**src/rtl/receiver_pkg.sv**
```systemverilog
// Shared UART receive definitions: state encoding, default frame geometry, status payload.
package receiver_pkg;

    localparam int unsigned DEF_DATA_BITS  = 8;
    localparam int unsigned DEF_OVERSAMPLE = 16;

    // Encoding shared with the transmitter so both ends decode the same state values.
    typedef enum logic [1:0] {
        ST_IDLE  = 2'd0,
        ST_START = 2'd1,
        ST_DATA  = 2'd2,
        ST_STOP  = 2'd3
    } rx_state_e;

    // Sticky status presented to the consumer.
    typedef struct packed {
        logic rdy;
        logic frame_err;
        logic overrun;
    } rx_status_t;

    // Counter width helper; never returns zero so a 1-bit counter still exists.
    function automatic int unsigned cnt_width(input int unsigned n);
        return (n <= 2) ? 1 : $clog2(n);
    endfunction

endpackage

```
**src/rtl/receiver_sync_2ff.sv**
```systemverilog
// Two-flop synchroniser for the asynchronous serial line; resets to the idle (high) level.
module receiver_sync_2ff (
    input  logic clk,
    input  logic reset_n,
    input  logic d,
    output logic q
);

    logic meta_q, meta_d;
    logic sync_q, sync_d;

    // Next values: plain two-stage pipeline.
    always_comb begin
        meta_d = d;
        sync_d = meta_q;
    end

    // Synchroniser flops, idle-high reset so a reset never looks like a start bit.
    always_ff @(posedge clk or negedge reset_n) begin
        if (!reset_n) begin
            meta_q <= 1'b1;
            sync_q <= 1'b1;
        end else begin
            meta_q <= meta_d;
            sync_q <= sync_d;
        end
    end

    assign q = sync_q;

endmodule

```
**src/rtl/receiver.sv**
```systemverilog
// UART 8N1 receive stage: oversampled start detection, mid-bit sampling, sticky status flags.
module receiver
    import receiver_pkg::*;
#(
    parameter int unsigned DATA_BITS  = DEF_DATA_BITS,
    parameter int unsigned OVERSAMPLE = DEF_OVERSAMPLE
) (
    input  logic                 clk,
    input  logic                 reset_n,
    input  logic                 rx,
    input  logic                 enb,
    input  logic                 rdy_clr,
    output logic [DATA_BITS-1:0] data_out,
    output logic                 rdy,
    output logic                 frame_err,
    output logic                 overrun,
    output logic                 busy
);

    localparam int unsigned SCNT_W = cnt_width(OVERSAMPLE);
    localparam int unsigned BIDX_W = cnt_width(DATA_BITS);

    localparam logic [SCNT_W-1:0] SCNT_HALF = SCNT_W'(OVERSAMPLE / 2 - 1);
    localparam logic [SCNT_W-1:0] SCNT_LAST = SCNT_W'(OVERSAMPLE - 1);
    localparam logic [BIDX_W-1:0] BIDX_LAST = BIDX_W'(DATA_BITS - 1);

    logic                 rx_s;
    rx_state_e            state_q, state_d;
    logic [SCNT_W-1:0]    scnt_q, scnt_d;
    logic [BIDX_W-1:0]    bidx_q, bidx_d;
    logic [DATA_BITS-1:0] shreg_q, shreg_d;
    logic [DATA_BITS-1:0] data_out_q, data_out_d;
    rx_status_t           stat_q, stat_d;
    logic                 busy_q, busy_d;
    logic                 bit_end_c;

    receiver_sync_2ff u_sync (
        .clk     (clk),
        .reset_n (reset_n),
        .d       (rx),
        .q       (rx_s)
    );

    // A full bit period has elapsed since the last mid-bit point.
    assign bit_end_c = enb && (scnt_q == SCNT_LAST);

    // State and bit-timing counters.
    always_ff @(posedge clk or negedge reset_n) begin
        if (!reset_n) begin
            state_q <= ST_IDLE;
            scnt_q  <= '0;
            bidx_q  <= '0;
        end else begin
            state_q <= state_d;
            scnt_q  <= scnt_d;
            bidx_q  <= bidx_d;
        end
    end

    // Next state and counters; everything advances only on a baud tick.
    always_comb begin
        state_d = state_q;
        scnt_d  = scnt_q;
        bidx_d  = bidx_q;
        if (enb) begin
            case (state_q)
                ST_IDLE: begin
                    if (!rx_s) begin
                        state_d = ST_START;
                        scnt_d  = '0;
                    end
                end
                ST_START: begin
                    if (rx_s) begin
                        // Line went back high before mid start bit: treat as noise.
                        state_d = ST_IDLE;
                        scnt_d  = '0;
                    end else if (scnt_q == SCNT_HALF) begin
                        state_d = ST_DATA;
                        scnt_d  = '0;
                        bidx_d  = '0;
                    end else begin
                        scnt_d = scnt_q + SCNT_W'(1);
                    end
                end
                ST_DATA: begin
                    if (scnt_q == SCNT_LAST) begin
                        scnt_d = '0;
                        if (bidx_q == BIDX_LAST) begin
                            state_d = ST_STOP;
                        end else begin
                            bidx_d = bidx_q + BIDX_W'(1);
                        end
                    end else begin
                        scnt_d = scnt_q + SCNT_W'(1);
                    end
                end
                ST_STOP: begin
                    // Leave at mid stop bit so a back-to-back start edge is not missed.
                    if (scnt_q == SCNT_LAST) begin
                        scnt_d  = '0;
                        state_d = ST_IDLE;
                    end else begin
                        scnt_d = scnt_q + SCNT_W'(1);
                    end
                end
                default: begin
                    state_d = ST_IDLE;
                    scnt_d  = '0;
                end
            endcase
        end
    end

    // Datapath and status registers.
    always_ff @(posedge clk or negedge reset_n) begin
        if (!reset_n) begin
            shreg_q    <= '0;
            data_out_q <= '0;
            stat_q     <= '0;
            busy_q     <= 1'b0;
        end else begin
            shreg_q    <= shreg_d;
            data_out_q <= data_out_d;
            stat_q     <= stat_d;
            busy_q     <= busy_d;
        end
    end

    // Output logic: shift in data bits, commit or flag the frame at mid stop, clear on acknowledge.
    always_comb begin
        shreg_d    = shreg_q;
        data_out_d = data_out_q;
        stat_d     = stat_q;
        busy_d     = (state_q != ST_IDLE);

        if (rdy_clr) begin
            stat_d = '0;
        end

        if (bit_end_c && (state_q == ST_DATA)) begin
            shreg_d[bidx_q] = rx_s;
        end

        // Set events are applied after the clear so they win in the same cycle.
        if (bit_end_c && (state_q == ST_STOP)) begin
            if (rx_s) begin
                data_out_d     = shreg_q;
                stat_d.rdy     = 1'b1;
                stat_d.overrun = stat_q.rdy;
            end else begin
                stat_d.frame_err = 1'b1;
            end
        end
    end

    assign data_out  = data_out_q;
    assign rdy       = stat_q.rdy;
    assign frame_err = stat_q.frame_err;
    assign overrun   = stat_q.overrun;
    assign busy      = busy_q;

endmodule

```
**config.mk**
```make
export PLATFORM = sky130hd
export DESIGN_NAME = receiver
export DESIGN_NICKNAME = d
export VERILOG_FILES = /design/src/rtl/receiver_pkg.sv /design/src/rtl/receiver_sync_2ff.sv /design/src/rtl/receiver.sv
export SDC_FILE = /design/constraint.sdc
export NUM_CORES = 1
export LEC_CHECK = 0
export ABC_CLOCK_PERIOD_IN_PS = 1920
export BUFFER_PORTS_ARGS = -buffer_cell sky130_fd_sc_hd__buf_2
export CAP_MARGIN = 10
export CORE_AREA = 3 3 56 58
export CTS_BUF_LIST = sky130_fd_sc_hd__clkbuf_16
export DETAILED_ROUTE_END_ITERATION = 10
export DIE_AREA = 0 0 59 61
export PLACE_DENSITY_LB_ADDON = 0.3
export SETUP_SLACK_MARGIN = 0.1
export SLEW_MARGIN = 20
export SYNTH_ARGS = -nofsm -noshare
export SYNTH_HDL_FRONTEND = slang
export SYNTH_SLANG_ARGS = --single-unit
```
**constraint.sdc**
```tcl
create_clock -name clk -period 1.92 [get_ports clk]
set_clock_uncertainty 0.1 [all_clocks]
set_input_delay 0.576 -clock clk [delete_from_list [all_inputs] [get_ports clk]]
set_output_delay 0.576 -clock clk [all_outputs]
set_load 0.1 [all_outputs]
```
==> results of run 1 <==
## cell families after synthesis
logic type / after synthesis / share of synthesized area, %
adder cells (fa/ha/maj): 3 / 2.45
XOR/XNOR: 1 / 0.571
flip-flops: 31 / 50.7
AO/OA/AOI/OAI: 21 / 10.6
buffers and inverters: 18 / 6.36
multiplexers: 18 / 13.0
AND/OR/NAND/NOR: 36 / 16.3
## per-layer routing
layer	GRT usage (%)	vias to the layer above	part of all wire [%]
li1	-	510	-
met1	22.6	546	44
met2	34.1	24	50
met3	6.38	3	4.4
met4	8.09	0	1.4
met5	0	-	0
## state kept, by name, summed over array words and instances (netlist names), named ones only
| name | flops |
|---|---|
| state_q | 1 |
| data_out | 8 |
| u_sync.meta_q | 1 |
| scnt_q | 4 |
| shreg_q | 8 |
| overrun | 1 |
| frame_err | 1 |
| busy | 1 |
| bidx_q | 3 |
| u_sync.q | 1 |
| rdy | 1 |
## report_power, final
group	total (W)	internal, W	switching [W]
clock network	0.000739	0.000471	0.000268
registers	0.000714	0.000681	0.0000327
logic	0.000115	0.0000457	0.0000693
## through the flow
step                      hold slack [ns]  cells  total power, W
final                               0.233    180         0.00157
after global routing                0.257    180         0.00164
after CTS                           0.246    180         0.00160
after detailed placement            0.249    172        0.000839
after global placement              0.248    172        0.000831
after floorplan                     0.180    128        0.000798
## layout make-up
cell class	count	area (um2)
clock buffers	5	125
clock inverters	3	16.3
fillers	217	932
inverters	9	33.8
multi-input cells	79	661
flip-flops and latches	31	778
well taps	31	38.8
repair buffers	22	125
## how the worst min path moves through the flow
stage | to | cells past startpoint | slack (ns)
floorplan | asynchronous set/reset pin | 0 | 0.18
global placement | u_sync.q | 0 | 0.25
detailed placement | u_sync.q | 0 | 0.25
CTS | data_out[2] | 1 | 0.25
global route | u_sync.q | 0 | 0.26
finish | data_out[2] | 1 | 0.23
## cells in the final DEF, fill, tap and decap left out, types with 2 or more instances in the layout
cell type	n
dfrtp_1	29
buf_2	16
mux2_2	11
inv_1	10
nand4_1	6
buf_4	6
mux2_1	5
clkbuf_16	5
nand2_1	4
nand4b_1	4
o211ai_1	4
o21ai_0	3
ha_1	3
and3_1	2
nand3_1	2
nand2b_1	2
mux2i_1	2
nor3_1	2
nor2_1	2
a2bb2oi_1	2
o2bb2ai_1	2
o211a_1	2
and3b_1	2
dfstp_2	2
## repair_timing
action,4_1_cts,5_1_grt
hold endpoints to repair,0,0
resized for setup,1,0
setup endpoints to repair,9,0
hold buffers,0,0
==> run summary, run 1 <==
Post-Syn Nets: 136
Startpoint Class: register
Detail Route Antenna Nets: 0
first-pass GRT wire length: 5200 um
RR Endpoint: data_out[1]
clock root buffer: clkbuf_16
Final setup viols: 0
Via-to-Cell Ratio: 6.02
Cell Chain, Critical Path: buf_2
Max Freq: 578 MHz
Critical Path AT: 1.05 ns
WP depth: 1
Worst-path clk slew: 0.05 ns
H-tree levels: 2
GPL Wtd Cong: 0.853
max-slew violations: 0
core area: 2710 um2
initial antenna violation count: 0
Total Nets Final: 156
setup_tns: 0 ns
clock sink total: 31
Worst Reg-to-Reg Cells: 4
CP Capture Type: output pin
WP data required: 1.24 ns
top-count cell post-synth: dfrtp_1
Slew @ Worst Pin: 0.665 ns
vias in the first global route: 1107
total gr overflow: 0
row cnt: 19
CP max stage cell: buf_2
via count: 1083
worst r2r src: scnt_q[0]
Netlist cell types: 44
Crit path largest cell delay: 0.43 ns
synthesis-stage register bit count: 31
CP endpoint: data_out[1]
Worst Path Max Fanout: 2
Syn Area/Cell: 12.0 um2
EDFF count, synth: 0
fin crit share: 90.1%
CTS buffer count: 5
drt first pass iters: 4
Die H: 61 um
fin crit period: 1.73 ns
critical path type: reg -> out
Worst slew margin: 55.7%
Mapped Cells: 128
register area share after synthesis: 50.7%
# port buffers: 16
post-route cell area: 1780 um2
Ant. Diodes: 0
final wirelength: 2860 um
layout cells sized above 1: 32.2%
Area Growth Syn to Fin: 15.8%
Worst path top cell family by delay: buffers and inverters
Async SR Flop Fraction: 100%
crit path buf inv count: 1
synth warn: 0
Place WS: 0.0630 ns
final hold vios: 0
cell taking the most area after synthesis: dfrtp_1
most frequent cells after synthesis: dfrtp_1, mux2_2, inv_1
Static Leak: 0.904 nW
Ports: 17
final worst setup slack: 0.190 ns
postcts setup bufs: 0
RSZ-0062 raised after global routing: no
Layout Utilization: 65.6%
ranking of synthesized cells by area: dfrtp_1, mux2_2, mux2_1
Tot GR Track Use: 19.7%
Die W: 59 um
Clock Tree Buf Depth: 2
area post-placement: 1640 um2
DR DRC count: 0
Max Cap Viol: 0
die area: 3600 um2
initial cell density of the core: 56.6%
Skew-Pair Late Insertion Delay: 0.28 ns
largest net degree at the start of global routing: 32
Critical Path Start: data_out[1]
Starting DRT DRC Count: 51
CTS tree: yes
Hold Path Class: in -> async
status: finished clean
R2R setup slack: 0.23 ns
cell area after synthesis: 1540 um2
DR WL/cell: 15.9 um
Max VDD drop: 0.957 mV
Main synth FF type: dfrtp_1
hpwl dp: 2000 um
PD cells: 882 nW/um2
area share of the largest cell type after synthesis: 47.3%
Note: power is estimated with default switching activity, not from simulation.
==> run 2: changes to the inputs <==
--- a/config.mk
+++ b/config.mk
@@ -12,6 +12,7 @@
 export CTS_BUF_LIST = sky130_fd_sc_hd__clkbuf_16
 export DETAILED_ROUTE_END_ITERATION = 10
 export DIE_AREA = 0 0 59 61
+export MAX_ROUTING_LAYER = met4
 export PLACE_DENSITY_LB_ADDON = 0.3
 export SETUP_SLACK_MARGIN = 0.1
 export SLEW_MARGIN = 20
==> run 2 against run 1 <==
- power fell by 0.14%
- critical endpoint unchanged
- core utilization unchanged
- global-route usage up 0.64 points
- register-to-register slack is essentially flat
- maximum frequency about the same
- cell count is the same
- combinational power barely moved
- via count shrank 0.83%
- routed wire length is essentially flat
==> run summary, run 2 (same netlist as run 1, synthesis figures left out) <==
status: finished clean
Max Cap Viol: 0
R2R setup slack: 0.23 ns
sw power: 0.000367 W
Flop pwr share: 45.5%
total gr overflow: 0
Total Nets Final: 156
H-tree levels: 2
Detail Route Antenna Nets: 0
final wirelength: 2860 um
Ant. Diodes: 0
CTS buffer count: 5
die area: 3600 um2
core area: 2710 um2
most frequent cells in the layout: dfrtp_1, buf_2, mux2_2, inv_1
PnR Total Power: 0.00157 W
drt first pass iters: 4
DR DRC count: 0
Skew-Pair Late Insertion Delay: 0.27 ns
RR Endpoint: data_out[1]
Worst slew margin: 56.4%
CP Capture Type: output pin
clock root buffer: clkbuf_16
commonest non-fill, non-tap cell in the layout: dfrtp_1
critical path type: reg -> out
Crit path largest cell delay: 0.43 ns
WP depth: 1
Clock Tree Buf Depth: 2
register area: 778 um2
Via-to-Cell Ratio: 5.97
worst r2r src: scnt_q[0]
Tot GR Track Use: 20.3%
CP endpoint: data_out[1]
RSZ-0062 raised after global routing: no
DR WL/cell: 15.9 um
initial antenna violation count: 0
setup_tns: 0 ns
P_int: 0.00120 W
PD cells: 880 nW/um2
Filler cells: 217
crit path buf inv count: 1
# port buffers: 16
largest net degree at the start of global routing: 32
Hold Path Class: in -> async
Slew @ Worst Pin: 0.654 ns
Worst Path Max Fanout: 2
Final setup viols: 0
Ports: 17
fin crit period: 1.73 ns
hpwl dp: 2000 um
combinational power share: 7.4%
WP data required: 1.24 ns
Startpoint Class: register
layout cells sized above 1: 32.2%
GPL Wtd Cong: 0.867
Critical Path AT: 1.06 ns
Hold Buf Count CTS: 0
clock sink total: 31
Worst-path clk slew: 0.05 ns
row cnt: 19
first-pass GRT wire length: 5200 um
Max Freq: 578 MHz
Worst Reg-to-Reg Cells: 4
Die H: 61 um
via count: 1074
Clock Power Share: 47.1%
Max VDD drop: 0.954 mV
Cell Chain, Critical Path: buf_2
final hold vios: 0
CTS tree: yes
vias in the first global route: 1107
fin crit share: 90.2%
Die W: 59 um
Switching Fraction: 23.5%
Area Growth Syn to Fin: 15.8%
max-slew violations: 0
Critical Path Start: data_out[1]
initial cell density of the core: 56.6%
CP max stage cell: buf_2
Worst path top cell family by delay: buffers and inverters
Static Leak: 0.904 nW
Starting DRT DRC Count: 34
area of the multi-input gates: 661 um2
-- run 2: per-stage QoR --
stage | hold slack (ns) | cell area, um2 | utilization [%] | worst slack, ns | instances
6_report | 0.229 | 1780 | 65.6 | 0.189 | 180
5_1_grt | 0.257 | 1780 | 65.6 | 0.146 | 180
4_1_cts | 0.246 | 1780 | 65.6 | 0.167 | 180
3_5_place_dp | 0.249 | 1640 | 60.3 | 0.0630 | 172
3_3_place_gp | 0.248 | 1640 | 60.3 | 0.172 | 172
2_1_floorplan | 0.180 | 1540 | - | 0.255 | 128
-- run 2: layer usage --
layer	share of wire, %	vias up	wire [um]	GRT usage [%]
li1	-	510	-	-
met1	43	541	1230	22.6
met2	53	23	1520	34.1
met3	3.9	0	112	6.38
met4	0	0	0	8.09
met5	0	-	0	-
-- run 2: cell type report --
cell class | instances | area share [%]
Tap cell | 31 | 2.18
Clock buffer | 5 | 7.04
Inverter | 9 | 1.90
Timing Repair Buffer | 22 | 7.04
Clock inverter | 3 | 0.915
Multi-Input combinational cell | 79 | 37.2
Sequential cell | 31 | 43.8
-- run 2: how the worst min path moves through the flow --
stage                   from                    endpoint  slack, ns
2_1_floorplan        reset_n  asynchronous set/reset pin       0.18
3_3_place_gp   u_sync.meta_q                    u_sync.q       0.25
3_5_place_dp   u_sync.meta_q                    u_sync.q       0.25
4_1_cts              reset_n                 data_out[2]       0.25
5_1_grt        u_sync.meta_q                    u_sync.q       0.26
6_report             reset_n                  shreg_q[7]       0.23
-- run 2: repair_timing --
| item | 4_1_cts | 5_1_grt |
|---|---|---|
| endpoints found under the setup margin | 9 | 0 |
| resized for setup | 1 | 0 |
| buffers inserted | 0 | 0 |
-- run 2: power groups by stage --
stage | Sequential [W] | Clock (W) | Combinational (W)
after global placement | 0.000721 | 0 | 0.000111
after global routing | 0.000720 | 0.000790 | 0.000130
final | 0.000713 | 0.000737 | 0.000116
after CTS | 0.000713 | 0.000767 | 0.000117
after detailed placement | 0.000723 | 0 | 0.000116
after floorplan | 0.000721 | 0 | 0.0000777
==> run 3: changes to the inputs <==
--- a/config.mk
+++ b/config.mk
@@ -14,6 +14,7 @@
 export DIE_AREA = 0 0 59 61
 export MAX_ROUTING_LAYER = met4
 export PLACE_DENSITY_LB_ADDON = 0.3
+export RECOVER_POWER = 25
 export SETUP_SLACK_MARGIN = 0.1
 export SLEW_MARGIN = 20
 export SYNTH_ARGS = -nofsm -noshare
==> run 3 against run 2 <==
- hold slack improved by 0.023 ns
- clock-buffer cell count unchanged
- power about the same
- combinational power about the same
- register-to-register slack about the same
- global-route usage unchanged
- worst setup slack about the same
- non-clock buffer count unchanged
==> run summary, run 3 (same netlist as run 1, synthesis figures left out) <==
Hold Buf Count CTS: 0
largest net degree at the start of global routing: 32
Worst slew margin: 51.0%
crit path buf inv count: 1
hpwl dp: 2000 um
fin crit share: 90.2%
Critical Path AT: 1.06 ns
CTS buffer count: 5
Crit path largest cell delay: 0.43 ns
setup_tns: 0 ns
Cell Chain, Critical Path: buf_2
first-pass GRT wire length: 5200 um
via count: 1077
# port buffers: 16
WP data required: 1.24 ns
Tot GR Track Use: 20.3%
Worst-path clk slew: 0.05 ns
GPL Wtd Cong: 0.867
Static Leak: 0.904 nW
H-tree levels: 2
postcts setup bufs: 0
status: finished clean
Worst Path Max Fanout: 2
RSZ-0062 raised after global routing: no
final worst setup slack: 0.189 ns
max-slew violations: 0
met1 wire length: 1230 um
DR WL/cell: 15.9 um
most frequent cells in the layout: dfrtp_1, buf_2, mux2_2, inv_1
Place WS: 0.0630 ns
Max VDD drop: 0.955 mV
Slew @ Worst Pin: 0.735 ns
post-cts resize count: 1
Ant. Diodes: 0
drt first pass iters: 4
Final setup viols: 0
Worst path top cell family by delay: buffers and inverters
CP max stage cell: buf_2
Skew-Pair Late Insertion Delay: 0.27 ns
Detail Route Antenna Nets: 0
Hold Path Class: in -> async
WL met3: 113 um
total gr overflow: 0
clock root buffer: clkbuf_16
row cnt: 19
fin crit period: 1.73 ns
Area Growth Syn to Fin: 15.8%
initial antenna violation count: 0
PD cells: 881 nW/um2
clock sink total: 31
Max Used Layer: met3
R2R setup slack: 0.23 ns
die area: 3600 um2
Starting DRT DRC Count: 34
final wirelength: 2860 um
DR DRC count: 0
Worst Reg-to-Reg Cells: 4
Max Cap Viol: 0
met2 routed WL: 1520 um
vias in the first global route: 1107
Max Freq: 578 MHz
area post-placement: 1640 um2
Die W: 59 um
CP Capture Type: output pin
Total Nets Final: 156
Ports: 17
Via-to-Cell Ratio: 5.98
CTS tree: yes
Startpoint Class: register
initial cell density of the core: 56.6%
layout cells sized above 1: 32.2%
RR Endpoint: data_out[1]
worst r2r src: scnt_q[0]
commonest non-fill, non-tap cell in the layout: dfrtp_1
Die H: 61 um
critical path type: reg -> out
core area: 2710 um2
final hold vios: 0
post-route cell area: 1780 um2
Clock Tree Buf Depth: 2
## run 3: final cells by class
class / count / area (um2)
inverter: 9 / 33.8
clock buffer: 5 / 125
fill: 217 / 932
sequential: 31 / 778
timing repair buffer: 22 / 125
clock inverter: 3 / 16.3
tap: 31 / 38.8
multi-input combinational: 79 / 661
## run 3: metal layers
metal	global-route usage, %	vias to the layer above
met4	8.09	0
met1	22.6	543
li1	-	511
met2	34.1	23
met3	6.38	0
met5	-	-
## run 3: worst reg2reg max path, cell delays in order, from the launching register on
cell and delay [ns]:
dfrtp_1 0.40, ha_1 0.22, and3_2 0.28, nand3_4 0.20, mux2_2 0.36
## run 3: worst max path at each step
stage	cells past startpoint	endpoint	slack (ns)	from
4_1_cts	1	data_out[1]	0.17	data_out[1]
3_5_place_dp	4	data_out[1]	0.06	scnt_q[0]
6_report	1	data_out[1]	0.19	data_out[1]
2_1_floorplan	6	shreg_q[5]	0.25	scnt_q[0]
5_1_grt	4	data_out[3]	0.15	scnt_q[0]
3_3_place_gp	4	shreg_q[7]	0.17	scnt_q[0]
## run 3: report_power, final
| group | internal (W) | switching [W] |
|---|---|---|
| logic | 0.0000459 | 0.0000698 |
| clock network | 0.000471 | 0.000266 |
| registers | 0.000681 | 0.0000320 |
| total | 0.00120 | 0.000368 |
## run 3: stage by stage
| stage | total power [W] | instances | hold WS [ns] | util, % |
|---|---|---|---|---|
| 3_3_place_gp | 0.000831 | 172 | 0.248 | 60.3 |
| 4_1_cts | 0.00160 | 180 | 0.246 | 65.6 |
| 6_report | 0.00157 | 180 | 0.253 | 65.6 |
| 2_1_floorplan | 0.000798 | 128 | 0.180 | - |
| 3_5_place_dp | 0.000839 | 172 | 0.249 | 60.3 |
| 5_1_grt | 0.00164 | 180 | 0.257 | 65.6 |
